## src/rtl/systolic_skew_feeder_pkg.sv

```systemverilog
// Shared definitions for systolic_skew_feeder: FSM state encoding and default sizes.
// Optional row counter is enabled with the ROW_COUNT_EN macro.
package systolic_skew_feeder_pkg;

    typedef enum logic [1:0] {
        ST_IDLE   = 2'b00,
        ST_STREAM = 2'b01,
        ST_DRAIN  = 2'b10,
        ST_DONE   = 2'b11
    } state_e;

    localparam int unsigned DEF_N  = 4;
    localparam int unsigned DEF_DW = 8;
    localparam int unsigned DEF_CW = 8;

    // Width of a counter that must hold values 0..n-1 (at least one bit).
    function automatic int unsigned cnt_width(input int unsigned n);
        return (n > 1) ? $clog2(n) : 1;
    endfunction

endpackage

```

## src/rtl/systolic_skew_feeder_skew_lane.sv

```systemverilog
// One skew lane: a DEPTH-stage data+valid shift register that advances every cycle.
module skew_lane #(
    parameter int unsigned DEPTH = 1,
    parameter int unsigned DW    = 8
) (
    input  logic          clk,
    input  logic          rst,
    input  logic          in_valid_i,
    input  logic [DW-1:0] in_data_i,
    output logic          out_valid_o,
    output logic [DW-1:0] out_data_o
);

    logic [DW-1:0]    data_q [DEPTH];
    logic [DEPTH-1:0] valid_q;

    // NOTE: the whole delay line is reset, not just the valid tags, because
    // a_out must read zero after reset; this is small flop storage, not a RAM.
    always_ff @(posedge clk or posedge rst) begin
        if (rst) begin
            for (int s = 0; s < DEPTH; s++) begin
                data_q[s] <= '0;
            end
            valid_q <= '0;
        end else begin
            data_q[0]  <= in_data_i;
            valid_q[0] <= in_valid_i;
            for (int s = 1; s < DEPTH; s++) begin
                data_q[s]  <= data_q[s-1];
                valid_q[s] <= valid_q[s-1];
            end
        end
    end

    assign out_valid_o = valid_q[DEPTH-1];
    assign out_data_o  = data_q[DEPTH-1];

endmodule

```

## src/rtl/systolic_skew_feeder.sv

```systemverilog
// Captures row vectors on load and feeds them diagonally skewed into the array west edge.
// Define ROW_COUNT_EN to add the saturating per-frame row_count_o output.
module systolic_skew_feeder
    import systolic_skew_feeder_pkg::*;
#(
    parameter int unsigned N  = DEF_N,
    parameter int unsigned DW = DEF_DW
`ifdef ROW_COUNT_EN
    ,
    parameter int unsigned CW = DEF_CW
`endif
) (
    input  logic            clk,
    input  logic            rst,
    input  logic            load_i,
    input  logic            last_i,
    input  logic [N*DW-1:0] row_in_i,
    output logic            ready_o,
    output logic [N*DW-1:0] a_out_o,
    output logic [N-1:0]    a_valid_o,
    output logic            busy_o,
`ifdef ROW_COUNT_EN
    output logic [CW-1:0]   row_count_o,
`endif
    output logic            done_o
);

    localparam int unsigned DCW = cnt_width(N);

    state_e         state_q, state_d;
    logic [DCW-1:0] drain_q, drain_d;
    logic           accept;

    assign ready_o = (state_q == ST_IDLE) || (state_q == ST_STREAM);
    assign busy_o  = (state_q != ST_IDLE);
    assign done_o  = (state_q == ST_DONE);
    assign accept  = load_i & ready_o;

    // NOTE: every output of this block gets a default first, so no path
    // leaves a signal unassigned and no latch is inferred.
    always_comb begin
        state_d = state_q;
        drain_d = drain_q;
        unique case (state_q)
            ST_IDLE, ST_STREAM: begin
                if (accept && last_i) begin
                    state_d = ST_DRAIN;
                    drain_d = DCW'(N - 1);
                end else if (accept) begin
                    state_d = ST_STREAM;
                end
            end
            ST_DRAIN: begin
                if (drain_q == '0) state_d = ST_DONE;
                else               drain_d = drain_q - 1'b1;
            end
            ST_DONE: state_d = ST_IDLE;
            default: state_d = ST_IDLE;
        endcase
    end

    // NOTE: state registers use non-blocking assignments so every flop
    // samples the pre-edge value of its inputs.
    always_ff @(posedge clk or posedge rst) begin
        if (rst) begin
            state_q <= ST_IDLE;
            drain_q <= '0;
        end else begin
            state_q <= state_d;
            drain_q <= drain_d;
        end
    end

`ifdef ROW_COUNT_EN
    logic [CW-1:0] rc_q, rc_d;

    // Frame count survives DONE and clears on the way back to IDLE.
    always_comb begin
        rc_d = rc_q;
        if (state_q == ST_DONE)         rc_d = '0;
        else if (accept && rc_q != '1)  rc_d = rc_q + 1'b1;
    end

    always_ff @(posedge clk or posedge rst) begin
        if (rst) rc_q <= '0;
        else     rc_q <= rc_d;
    end

    assign row_count_o = rc_q;
`endif

    for (genvar gi = 0; gi < N; gi++) begin : g_lane
        skew_lane #(
            .DEPTH (gi + 1),
            .DW    (DW)
        ) u_lane (
            .clk         (clk),
            .rst         (rst),
            .in_valid_i  (accept),
            .in_data_i   (accept ? row_in_i[gi*DW +: DW] : '0),
            .out_valid_o (a_valid_o[gi]),
            .out_data_o  (a_out_o[gi*DW +: DW])
        );
    end

endmodule

```

## config.mk

```make
export PLATFORM = sky130hd
export DESIGN_NAME = systolic_skew_feeder
export DESIGN_NICKNAME = d
export VERILOG_FILES = /design/src/rtl/systolic_skew_feeder_pkg.sv /design/src/rtl/systolic_skew_feeder_skew_lane.sv /design/src/rtl/systolic_skew_feeder.sv
export SDC_FILE = /design/constraint.sdc
export NUM_CORES = 1
export LEC_CHECK = 0
export CAP_MARGIN = 20
export CELL_PAD_IN_SITES_DETAIL_PLACEMENT = 1
export CELL_PAD_IN_SITES_GLOBAL_PLACEMENT = 1
export CORE_UTILIZATION = 39
export DETAILED_ROUTE_END_ITERATION = 6
export GPL_TIMING_DRIVEN = 0
export MAX_ROUTING_LAYER = met4
export PLACE_DENSITY = 0.85
export REMOVE_ABC_BUFFERS = 1
export SYNTH_ARGS = -nofsm -noshare
export SYNTH_HDL_FRONTEND = slang
export SYNTH_HIERARCHICAL = 1
export SYNTH_SLANG_ARGS = --single-unit
```

## constraint.sdc

```tcl
create_clock -name clk -period 1.2 [get_ports clk]
set_input_delay 0.24 -clock clk [delete_from_list [all_inputs] [get_ports clk]]
set_output_delay 0.24 -clock clk [all_outputs]
set_load 0.02 [all_outputs]
```

==> impl_metrics.ini, run 1 <==
[run_status]
status = complete, but fails checks
violations = setup timing

[clocking]
root_buffer = clkbuf_8
numCtsBuffers = 9
cts_buffer_depth = 2
insertion_delay_ps = 340
htree_levels = 3
hold_buffers = 0
cts.sink_count = 94
clk_pin_slew_ps = 80
cts_tree = yes

[die]
rows = 31
initial_core_util_pct = 40.3
ios = 75
die_w_um = 88.3
dieArea_um2 = 7800
coreArea_um2 = 7210
die_h_um = 88.3

[yosys]
ys_types = 15
avgSynthCellArea_um2 = 16.4
syn-cell-area_um2 = 2910
synth_area_leaders = dfrtp_1 (81%), and2_1 (7.1%), buf_4 (6.2%)
yosysWarningCount = 6
netlist_instances = 177
synth_top_area_share_pct = 80.9
ys_seq_area_share_pct = 80.9
ys_ff_latch = 94
synth_top_area_cell = dfrtp_1

[finish]
nets = 281
area_growth_pct = 27.6
drive_above_1_share_pct = 29.8
antenna_cells = 0

[flow_run]
drv_cap = 0

[sta]
hold_viol_final = 0
fmax_mhz = 715
relSlewSlack_pct = 58.0
hold_slack_ps = 329
finalClockSkew_ps = 7.86
setup_viol = 5
worst_slew_pin_slew_ps = 629
final.period_utilization_pct = 116
timing.final.ws_setup_ps = -198
fin_crit_ps = 1400
rsz0062_at_grt = true
slew_viol_final = 0

[global_route]
grt_pass1_wl_mm = 7.29
grt_remaining_overflow = 0
grt.total_usage_pct = 13.6
busiest_layer = met2
grt_max_degree = 28
grt_use_met3_pct = 3.64
use_met1_pct = 14.5
grt_pass1_vias = 1564
met2_usage_pct = 22.3
antenna_found_initial = 0

[pwr]
ir_drop_uv = 641
power_density_nw_per_um2 = 2000
leakagePower_nw = 1.90

[critical_path]
crit_chain = or2_4 -> buf_6
end_kind = primary output
rrSetupSlack_ps = -30
critPathRequiredTime_ps = 960
r2r_cells = 5
path_max_fanout = 5
worst_setup_path_start_kind = flip-flop
worst_ep_arrival_time_ps = 1160
r2r-start = state_q[1]$_DFFE_PP0P_
critPathSlowestCell = dfrtp_2
crit_path_max_incr_delay_ps = 450
r2r_end = drain_q[1]$_DFFE_PP0P_
crit_type = flip-flop to primary output

[placement]
io_buffer_count = 74
pre_cts_ws_ps = -689
dpl.hpwl_mm = 3.14
gp_congestion = 0.602

[routing]
drt-total-wl_mm = 4.46
ant_nets = 0
avgViaCountPerCell = 4.01
drtIter0Drc = 83
wl_per_cell_um = 12.9
drc = 0
drt_pass1_iterations = 2
vias = 1392

[hold_path]
hold_path_class = input pin to async pin
[worst max-delay path, delay by kind of cell (launching register included)]
| family | cells | cell delay, ps |
|---|---|---|
| flip-flops | 1 | 450 |
| buffers and inverters | 1 | 130 |
| AND/OR/NAND/NOR | 1 | 240 |
[worst max-delay path by stage]
stage,start,to,slack (ps),cells past startpoint
after detailed placement,load_i,drain_q[1]$_DFFE_PP0P_,-690,5
after global routing,state_q[1]$_DFFE_PP0P_,busy_o,-250,2
after CTS,state_q[1]$_DFFE_PP0P_,busy_o,-220,2
after global placement,load_i,drain_q[1]$_DFFE_PP0P_,-1530,4
final,state_q[1]$_DFFE_PP0P_,busy_o,-200,2
after floorplan,state_q[1]$_DFFE_PP0P_,drain_q[0]$_DFFE_PP0P_,-500,3
[registers in the layout, indices dropped and copies added, names as in the netlist]
register,count
g_lane.u_lane/out_valid_o,1
g_lane.u_lane/data_q,48
g_lane.u_lane/valid_q,9
drain_q,2
g_lane.u_lane/out_data_o,32
state_q,2
[power breakdown]
part           switching [mW]  internal (mW)
clock                   0.990           1.01
combinational           0.810          0.717
sequential              0.175           3.71
[per-stage QoR]
stage	setup TNS [ps]	utilization, %	instance area [µm²]	total power, mW	cells
4_1_cts	-685	50.8	3670	7.41	344
5_1_grt	-898	51.4	3710	7.81	347
6_report	-557	51.4	3710	7.42	347
3_3_place_gp	-92450	49.2	3550	5.28	322
2_1_floorplan	-15600	-	2680	4.60	149
3_5_place_dp	-37990	49.8	3590	5.43	324
[repair_timing]
action / CTS / global route
buffers inserted: 5 / 3
pin swaps: 2 / 1
gates resized for setup: 168 / 4
gates cloned: 0 / 0
endpoints found under the setup margin: 103 / 5
[cell usage in the layout (no fill, tap or decap)]
cell / instances
dfrtp_1: 93
buf_2: 36
clkdlybuf4s50_1: 35
and2_1: 33
clkbuf_8: 10
buf_4: 8
inv_1: 6
buf_6: 3
nand2_1: 2
o21ai_0: 2
a211oi_2: 2
clkinv_4: 2
clkinvlp_4: 2
nand3b_1: 1
nor3b_4: 1
nor2b_4: 1
a21oi_1: 1
a21oi_2: 1
or2_4: 1
inv_2: 1
o21ai_1: 1
ha_2: 1
clkinv_2: 1
bufinv_16: 1
buf_16: 1
buf_8: 1
dfrtp_2: 1
[kinds of logic after synthesis]
kind of cell	count (synthesis)	synth area share (%)
fa+ha+maj	1	0.430
compound gates	7	1.38
buf+inv	36	8.78
flops	94	80.9
simple gates	39	8.48
[cell usage after synthesis (all sizes together)]
cell	instances
a211oi	2
nor3b	1
buf	28
inv	8
a21oi	2
ha	1
dfrtp	94
or2	1
o21ai	3
nand3b	1
nor2b	1
nand2	2
and2	33
[routing by layer]
layer | part of all wire, % | routed length, µm
met5 | 0 | 0
met4 | 3.3 | 146
met3 | 5.5 | 246
met2 | 55 | 2430
met1 | 37 | 1640
[cell type report]
type                    instances  area, µm²
repair buffers                 84        667
clock inverters                 5       60.1
clock buffers                  10        138
fillers                       713       3510
inverters                       8       33.8
well taps                      99        124
multi-input cells              47        332
flip-flops and latches         94       2350
Power figures use the tool's default switching activity.
==> run 2, diff against run 1 <==
--- a/config.mk
+++ b/config.mk
@@ -6,13 +6,13 @@
 export NUM_CORES = 1
 export LEC_CHECK = 0
 export CAP_MARGIN = 20
-export CELL_PAD_IN_SITES_DETAIL_PLACEMENT = 1
-export CELL_PAD_IN_SITES_GLOBAL_PLACEMENT = 1
-export CORE_UTILIZATION = 39
+export CELL_PAD_IN_SITES_DETAIL_PLACEMENT = 2
+export CELL_PAD_IN_SITES_GLOBAL_PLACEMENT = 2
+export CORE_UTILIZATION = 30
 export DETAILED_ROUTE_END_ITERATION = 6
 export GPL_TIMING_DRIVEN = 0
 export MAX_ROUTING_LAYER = met4
-export PLACE_DENSITY = 0.85
+export PLACE_DENSITY = 0.82
 export REMOVE_ABC_BUFFERS = 1
 export SYNTH_ARGS = -nofsm -noshare
 export SYNTH_HDL_FRONTEND = slang
==> constraint.sdc (replaced) <==
create_clock -name clk -period 1.1 [get_ports clk]
set_input_delay 0.22 -clock clk [delete_from_list [all_inputs] [get_ports clk]]
set_output_delay 0.22 -clock clk [all_outputs]
set_load 0.02 [all_outputs]
==> impl_metrics.ini, run 2 (synthesis gave the netlist of run 1 again) <==
[hold_path]
whs_path_depth = 0
hold_path_class = flip-flop to flip-flop
min_to = g_lane[3].u_lane/valid_q[3]$_DFF_PP0_
min_from = g_lane[3].u_lane/valid_q[2]$_DFF_PP0_

[finish]
layout.cells.non_filler = 390
largest_reg_flops = 48
drive_above_1_share_pct = 43.7
nets = 293
largest-register = g_lane.u_lane/data_q
fin_util_pct = 45.0
final_common_cell = dfrtp_1
area_growth_pct = 44.5
final_cell_mix = dfrtp_1 (94), buf_6 (47), clkdlybuf4s50_1 (35)
antenna_cells = 0

[routing]
drt-total-wl_mm = 5.91
vias = 1523
drt_pass1_iterations = 3
avgViaCountPerCell = 3.91
drc = 0
ant_nets = 0
wl_per_cell_um = 15.2
drtIter0Drc = 17

[die]
rows = 35
dieArea_um2 = 10100
ios = 75
initial_core_util_pct = 31.2
coreArea_um2 = 9330
die_w_um = 100
die_h_um = 100

[run_status]
violations = setup timing
status = complete, but fails checks

[critical_path]
worst_setup_path_start_kind = flip-flop
crit_type = flip-flop to primary output
critPathRequiredTime_ps = 880
worst_ep_arrival_time_ps = 1180
rrSetupSlack_ps = -280
r2r_end = drain_q[1]$_DFFE_PP0P_
r2r_cells = 6
r2r-start = state_q[1]$_DFFE_PP0P_
path_max_fanout = 3
end_kind = primary output

[global_route]
grt_pass1_wl_mm = 9.84
grt_pass1_vias = 1791
grt_remaining_overflow = 0
grt.total_usage_pct = 14.1
antenna_found_initial = 0
grt_max_degree = 28

[flow_run]
drv_cap = 0

[pwr]
ir_drop_uv = 781
leakagePower_nw = 2.04
power_density_nw_per_um2 = 2150

[clocking]
root_buffer = clkbuf_8
htree_levels = 3
clk_pin_slew_ps = 100
cts.sink_count = 94
hold_buffers = 0
numCtsBuffers = 9
cts_tree = yes
cts_buffer_depth = 2
insertion_delay_ps = 350

[placement]
dpl.cell_count = 354
dpl.hpwl_mm = 3.72
io_buffer_count = 74
gp_congestion = 0.623

[sta]
fin_crit_ps = 1400
hold_viol_final = 0
worst_slew_pin_slew_ps = 548
fmax_mhz = 714
timing.final.ws_setup_ps = -300
rsz0062_at_grt = true
final.period_utilization_pct = 127
setup_viol = 44
relSlewSlack_pct = 63.4
finalClockSkew_ps = 14.5
slew_viol_final = 0
## run 2: worst max-delay path by stage
stage,from,to,slack (ps),cells past startpoint
after floorplan,state_q[1]$_DFFE_PP0P_,drain_q[0]$_DFFE_PP0P_,-600,3
after global placement,load_i,drain_q[1]$_DFFE_PP0P_,-1660,4
after detailed placement,load_i,g_lane[2].u_lane/data_q[23]$_DFF_PP0_,-730,4
after CTS,state_q[0]$_DFFE_PP0P_,busy_o,-270,2
after global routing,state_q[1]$_DFFE_PP0P_,done_o,-350,3
final,state_q[1]$_DFFE_PP0P_,done_o,-300,3
## run 2: repair_timing
action | CTS | global route
gates cloned | 3 | 0
setup endpoints to repair | 105 | 80
pin swaps | 10 | 12
buffers inserted | 16 | 4
gates resized for setup | 250 | 39
## run 2: routing by layer
| metal | vias to the layer above | routed length [µm] | global-route usage (%) |
|---|---|---|---|
| li1 | 676 | - | - |
| met4 | 0 | 87 | 4.91 |
| met2 | 51 | 3570 | 26.5 |
| met1 | 787 | 2020 | 13.9 |
| met3 | 9 | 243 | 3.83 |
| met5 | - | 0 | - |
## run 2: critical path: stages, from the launching register on
cell	delay, ps
dfrtp_1	430
buf_4	150
and2_4	130
buf_6	120
## run 2: power breakdown
part | switching (mW) | internal [mW] | leakage (nW)
sequential | 0.249 | 4.05 | 1.24
clock | 1.22 | 0.858 | 0.0854
combinational | 1.13 | 1.50 | 0.724
## run 2: area by class of cell
type / count / area [µm²]
clock buffer: 10 / 128
clock inverter: 6 / 52.6
fill: 885 / 5130
inverter: 8 / 43.8
multi-input combinational: 47 / 400
sequential: 94 / 2350
tap: 129 / 161
timing repair buffer: 96 / 1060
## run 2: metrics by stage
step                      power, mW  hold slack [ps]  cell area [µm²]  setup TNS [ps]  setup slack, ps
after floorplan                5.02            -13.9             2680          -19500             -601
after global placement         5.79              331             3580         -107380            -1660
after detailed placement       5.97              337             3630          -53660             -726
after CTS                      8.99              289             4150           -7420             -272
after global routing           9.52              358             4200          -11320             -351
final                          9.02              343             4200           -8230             -300
==> RTL edit 1: new RTL, config.mk and constraints of run 2 <==
The 4 states of `state_e` get a one-hot encoding in 4 bits.
--- a/src/rtl/systolic_skew_feeder_pkg.sv
+++ b/src/rtl/systolic_skew_feeder_pkg.sv
@@ -2,11 +2,11 @@
 // Optional row counter is enabled with the ROW_COUNT_EN macro.
 package systolic_skew_feeder_pkg;
 
-    typedef enum logic [1:0] {
-        ST_IDLE   = 2'b00,
-        ST_STREAM = 2'b01,
-        ST_DRAIN  = 2'b10,
-        ST_DONE   = 2'b11
+    typedef enum logic [3:0] {
+        ST_IDLE   = 4'b0001,
+        ST_STREAM = 4'b0010,
+        ST_DRAIN  = 4'b0100,
+        ST_DONE   = 4'b1000
     } state_e;
 
     localparam int unsigned DEF_N  = 4;
Function: no difference found for any inputs over 10 cycles, from zero or initial values and one cycle with rst high; not proved beyond that.
==> RTL edit 1 against run 2 <==
The run still ends with negative setup slack left. Area after synthesis grew 3.2%. Routed wire length grew 4.5%. Sequential share of layout area shrank 1.4 points. Worst setup slack lost 0.32 ns. Hold slack lost 0.045 ns. Sequential cell count grew 2. Power grew 24%. Design area grew 4.8%. Critical endpoint is now busy_o. Largest cell class unchanged.
==> RTL edit 1: results <==
export IMPL_outcome="finished with violations"
export IMPL_violations="negative setup slack"
export IMPL_layout_drive_gt1_share=0.416
export IMPL_critPathSlowestCell="dfrtp_1"
export IMPL_crit_fanout=2
export IMPL_rrSetupSlack_ns=-0.53
export IMPL_clk_insertion_delay_late_ns=0.35
export IMPL_fin_worst_skew_ns=0.0108
export IMPL_synth_async_reset_ratio=1.00
export IMPL_synth_adder_area_share=0.00417
export IMPL_route_met3_wl_um=315
export IMPL_crit_family="simple AND/OR/NAND/NOR gates"
export IMPL_hpwl_mm=3.87
export IMPL_grt_max_degree=28
export IMPL_dr_wl_met2_mm=3.45
export IMPL_met1_length_mm=2.32
export IMPL_wirelength_mm=6.18
export IMPL_setup_violations=48
export IMPL_firstDrtPassIters=4
export IMPL_total_power_uw=11200
export IMPL_pg_clk_uw=2290
export IMPL_synth_compound_area_share=0.0175
export IMPL_synth_top_area_share=0.793
export IMPL_cellLeakagePower_uw=0.00215
export IMPL_place_gp_congestion=0.709
export IMPL_vias=1612
export IMPL_grt_use_total=0.142
export IMPL_drt_initial_drc_count=32
export IMPL_clk_pin_slew_ns=0.08
export IMPL_worstReg2RegStart="state_q[0]"
export IMPL_peakVddDrop_uv=921
export IMPL_yosysSeqAreaShare=0.801
export IMPL_postCtsSetupBuffers=11
export IMPL_pg_comb_uw=3960
export IMPL_post_synth_num_cell_types=25
export IMPL_top_register="g_lane.u_lane/data_q"
export IMPL_synth_area_leaders="dfrtp_1 79%, and2_1 6.7%, buf_4 6.0%"
export IMPL_cpPeakStageDelay_ns=0.40
export IMPL_cts_resized=251
export IMPL_hold_class="in2async"
export IMPL_nets=301
export IMPL_switchingPower_uw=3310
export IMPL_use_met2=0.253
export IMPL_numCtsBuffers=9
export IMPL_synth_xor_area_frac=0.00292
export IMPL_largest_register_ffs=48
export IMPL_crit_start="state_q[3]"
export IMPL_tightest_slew_ns=0.665
export IMPL_ys_top_cells_by_count="95 x dfrtp_1, 32 x and2_1, 24 x buf_4"
export IMPL_grt_pass1_vias=1882
export IMPL_rr_worst_depth=7
export IMPL_htree_levels=3
export IMPL_met3_usage=0.0397
export IMPL_highest_layer="met4"
export IMPL_synthMuxAreaShare=0
export IMPL_finalWorstSetupSlack_ns=-0.621
export IMPL_cp_endpoint="busy_o"
export IMPL_r2r_end="g_lane[0].u_lane/out_data_o[5]"
export IMPL_grt_pass1_wl_mm=10.1
export IMPL_use_met1=0.151
-- RTL edit 1: cell count changes in the layout (fill, tap and decap cells not counted), moves of 3 or more --
cell,delta
and2_4,-4
clkinvlp_4,-4
and2_1,+3
buf_6,-3
inv_1,+3
-- RTL edit 1: metrics by stage --
stage               instance area, um2  setup TNS, ns  instances  setup slack, ns  hold WS, ns
global placement                  3710         -99.69        365            -1.44        0.331
floorplan                         2800         -25.97        158           -0.685       0.0102
CTS                               4300         -21.04        397           -0.645        0.298
finish                            4400         -19.84        402           -0.621        0.298
detailed placement                3770         -45.62        367           -0.934        0.336
global route                      4400         -24.70        402           -0.679        0.324
-- RTL edit 1: area by class of cell --
cell class | instances | area [um2]
Fill cell | 951 | 5330
Sequential cell | 96 | 2400
Timing Repair Buffer | 95 | 1090
Multi-Input combinational cell | 54 | 502
Tap cell | 133 | 166
Clock buffer | 10 | 128
Clock inverter | 6 | 77.6
Inverter | 8 | 33.8
==> RTL edit 2: new RTL, config.mk and constraints of run 2 <==
Without the edit above. Change the package constant `DEF_DW` from 8 to 10.
--- a/src/rtl/systolic_skew_feeder_pkg.sv
+++ b/src/rtl/systolic_skew_feeder_pkg.sv
@@ -10,7 +10,7 @@
     } state_e;
 
     localparam int unsigned DEF_N  = 4;
-    localparam int unsigned DEF_DW = 8;
+    localparam int unsigned DEF_DW = 10;
     localparam int unsigned DEF_CW = 8;
 
     // Width of a counter that must hold values 0..n-1 (at least one bit).
Ports: changed (resized a_out_o and row_in_i); port bits go from 75 to 91. The function was not compared with the original's and may differ.
==> RTL edit 2 against run 2 <==
The run still ends with negative setup slack left. Final cell count rose by 18%. Sequential power rose by 22%. Area after synthesis rose by 21%. Sequential cell count rose by 20. Worst setup slack got worse by 0.029 ns. Largest cell class unchanged. Maximum frequency fell by 2.0%. Clock power rose to 2.5 times the old value. Sequential share of layout area fell by 2.7 points. Power rose by 48%. Routed wire length rose by 32%. Design area rose by 28%.
==> RTL edit 2: results <==
export IMPL_nets=349
export IMPL_crit_fanout=4
export IMPL_placed_area_um2=4340
export IMPL_ys_top_cells_by_count="114 x dfrtp_1, 41 x and2_1, 30 x buf_4"
export IMPL_peakVddDrop_uv=1000
export IMPL_cts_root_buf="clkbuf_16"
export IMPL_layout_drive_gt1_share=0.467
export IMPL_dp_cells=411
export IMPL_synth_top_area_share=0.812
export IMPL_cp_arrival_ns=1.21
export IMPL_routed_via_density=4.01
export IMPL_clk_pin_slew_ns=0.06
export IMPL_cellLeakagePower_uw=0.00262
export IMPL_outcome="finished with violations"
export IMPL_antenna_found_initial=0
export IMPL_setup_violations=94
export IMPL_crit_family="flip-flops"
export IMPL_grt_use_total=0.151
export IMPL_ys_warn_count=6
export IMPL_place_gp_congestion=0.637
export IMPL_critPathSlowestCell="dfrtp_1"
export IMPL_rr_worst_depth=7
export IMPL_top_register="g_lane.u_lane/data_q"
export IMPL_yosysSeqAreaShare=0.812
export IMPL_tightest_slew_ns=0.687
export IMPL_violations="negative setup slack"
export IMPL_avgSynthCellArea_um2=16.6
export IMPL_grt_pass1_vias=2184
export IMPL_largest_register_ffs=60
export IMPL_tns_ns=-10.73
export IMPL_insertedDiodeCount=0
export IMPL_grt_pass1_wl_mm=12.1
export IMPL_synth_async_reset_ratio=1.00
export IMPL_portBuffers=90
export IMPL_htree_levels=4
export IMPL_cts_buffer_depth=2
export IMPL_cpPeakStageDelay_ns=0.41
export IMPL_fmax_mhz=700
export IMPL_post_synth_num_cell_types=15
export IMPL_hold_class="in2async"
export IMPL_numCtsBuffers=17
export IMPL_finalWorstSetupSlack_ns=-0.328
export IMPL_grt_max_degree=45
export IMPL_fin_worst_skew_ns=0.00904
export IMPL_vias=1845
export IMPL_wl_per_cell_um=17.0
export IMPL_hpwl_mm=4.65
export IMPL_clk_insertion_delay_late_ns=0.41
export IMPL_drt_initial_drc_count=52
export IMPL_post_place_ws_ns=-0.805
export IMPL_fillerInstances=1071
export IMPL_firstDrtPassIters=4
export IMPL_synth_area_leaders="dfrtp_1 81%, and2_1 7.3%, buf_4 6.4%"
==> RTL edit 2: worst register-to-register path, stage by stage (launching register included) <==
cell	delay (ns)
dfrtp_2	0.43
buf_6	0.13
buf_6	0.11
nor2b_4	0.15
buf_6	0.14
buf_6	0.11
a211oi_2	0.07
a21oi_2	0.15
==> RTL edit 2: logic make-up (layout without fill, tap and decap cells) <==
kind of cell    Yosys count  in the layout  synth area share
flops                   114            114             0.812
simple gates             47             47            0.0844
buf+inv                  43            148            0.0887
compound gates            7              7            0.0114
fa+ha+maj                 1              1           0.00356
==> RTL edit 2: cell type report <==
class | instances | area, um2 | area share
timing repair buffer | 108 | 1210 | 0.226
tap | 143 | 179 | 0.0334
sequential | 114 | 2850 | 0.533
multi-input combinational | 55 | 498 | 0.0929
clock inverter | 13 | 125 | 0.0234
clock buffer | 19 | 453 | 0.0845
inverter | 8 | 40.0 | 0.00747
==> RTL edit 2: worst paths after layout <==
path,from,to,slack (ns)
worst max-delay path,state_q[0],busy_o,-0.33
worst min-delay path,rst,state_q[0],0.30
worst max register to register,state_q[1],drain_q[1],-0.27
worst min register to register,g_lane[3].u_lane/data_q[12],g_lane[3].u_lane/out_data_o[2],0.34
max in group asynchronous,rst,g_lane[2].u_lane/data_q[26],0.19
min in group clk,g_lane[3].u_lane/data_q[12],g_lane[3].u_lane/out_data_o[2],0.34
==> RTL edit 2: through the flow <==
| stage | total power [uW] | util |
|---|---|---|
| after global routing | 14000 | 0.469 |
| after global placement | 6930 | 0.378 |
| after CTS | 13300 | 0.458 |
| final | 13400 | 0.469 |
| after floorplan | 6000 | - |
| after detailed placement | 7130 | 0.380 |
==> RTL edit 2: power by group <==
part / leakage (uW) / internal (uW) / switching, uW
clock network: 0.000269 / 3250 / 1980
logic: 0.000846 / 1650 / 1250
registers: 0.00150 / 4920 / 314
total: 0.00262 / 9820 / 3540
==> RTL edit 2: routing by layer <==
metal | vias to the layer above | track usage | part of all wire | wire length (um)
met2 | 63 | 0.270 | 0.60 | 4710
met4 | 0 | 0.0902 | 0.025 | 195
li1 | 809 | - | - | -
met3 | 19 | 0.0453 | 0.033 | 257
met1 | 954 | 0.143 | 0.34 | 2630
met5 | - | - | 0 | 0
==> RTL edit 2: what timing repair did <==
item / in CTS / in global routing
hold buffers: 0 / 0
gates cloned: 3 / 1
endpoints found under the setup margin: 127 / 116
buffers inserted: 11 / 4
pin swaps: 2 / 39
gates resized for setup: 304 / 42
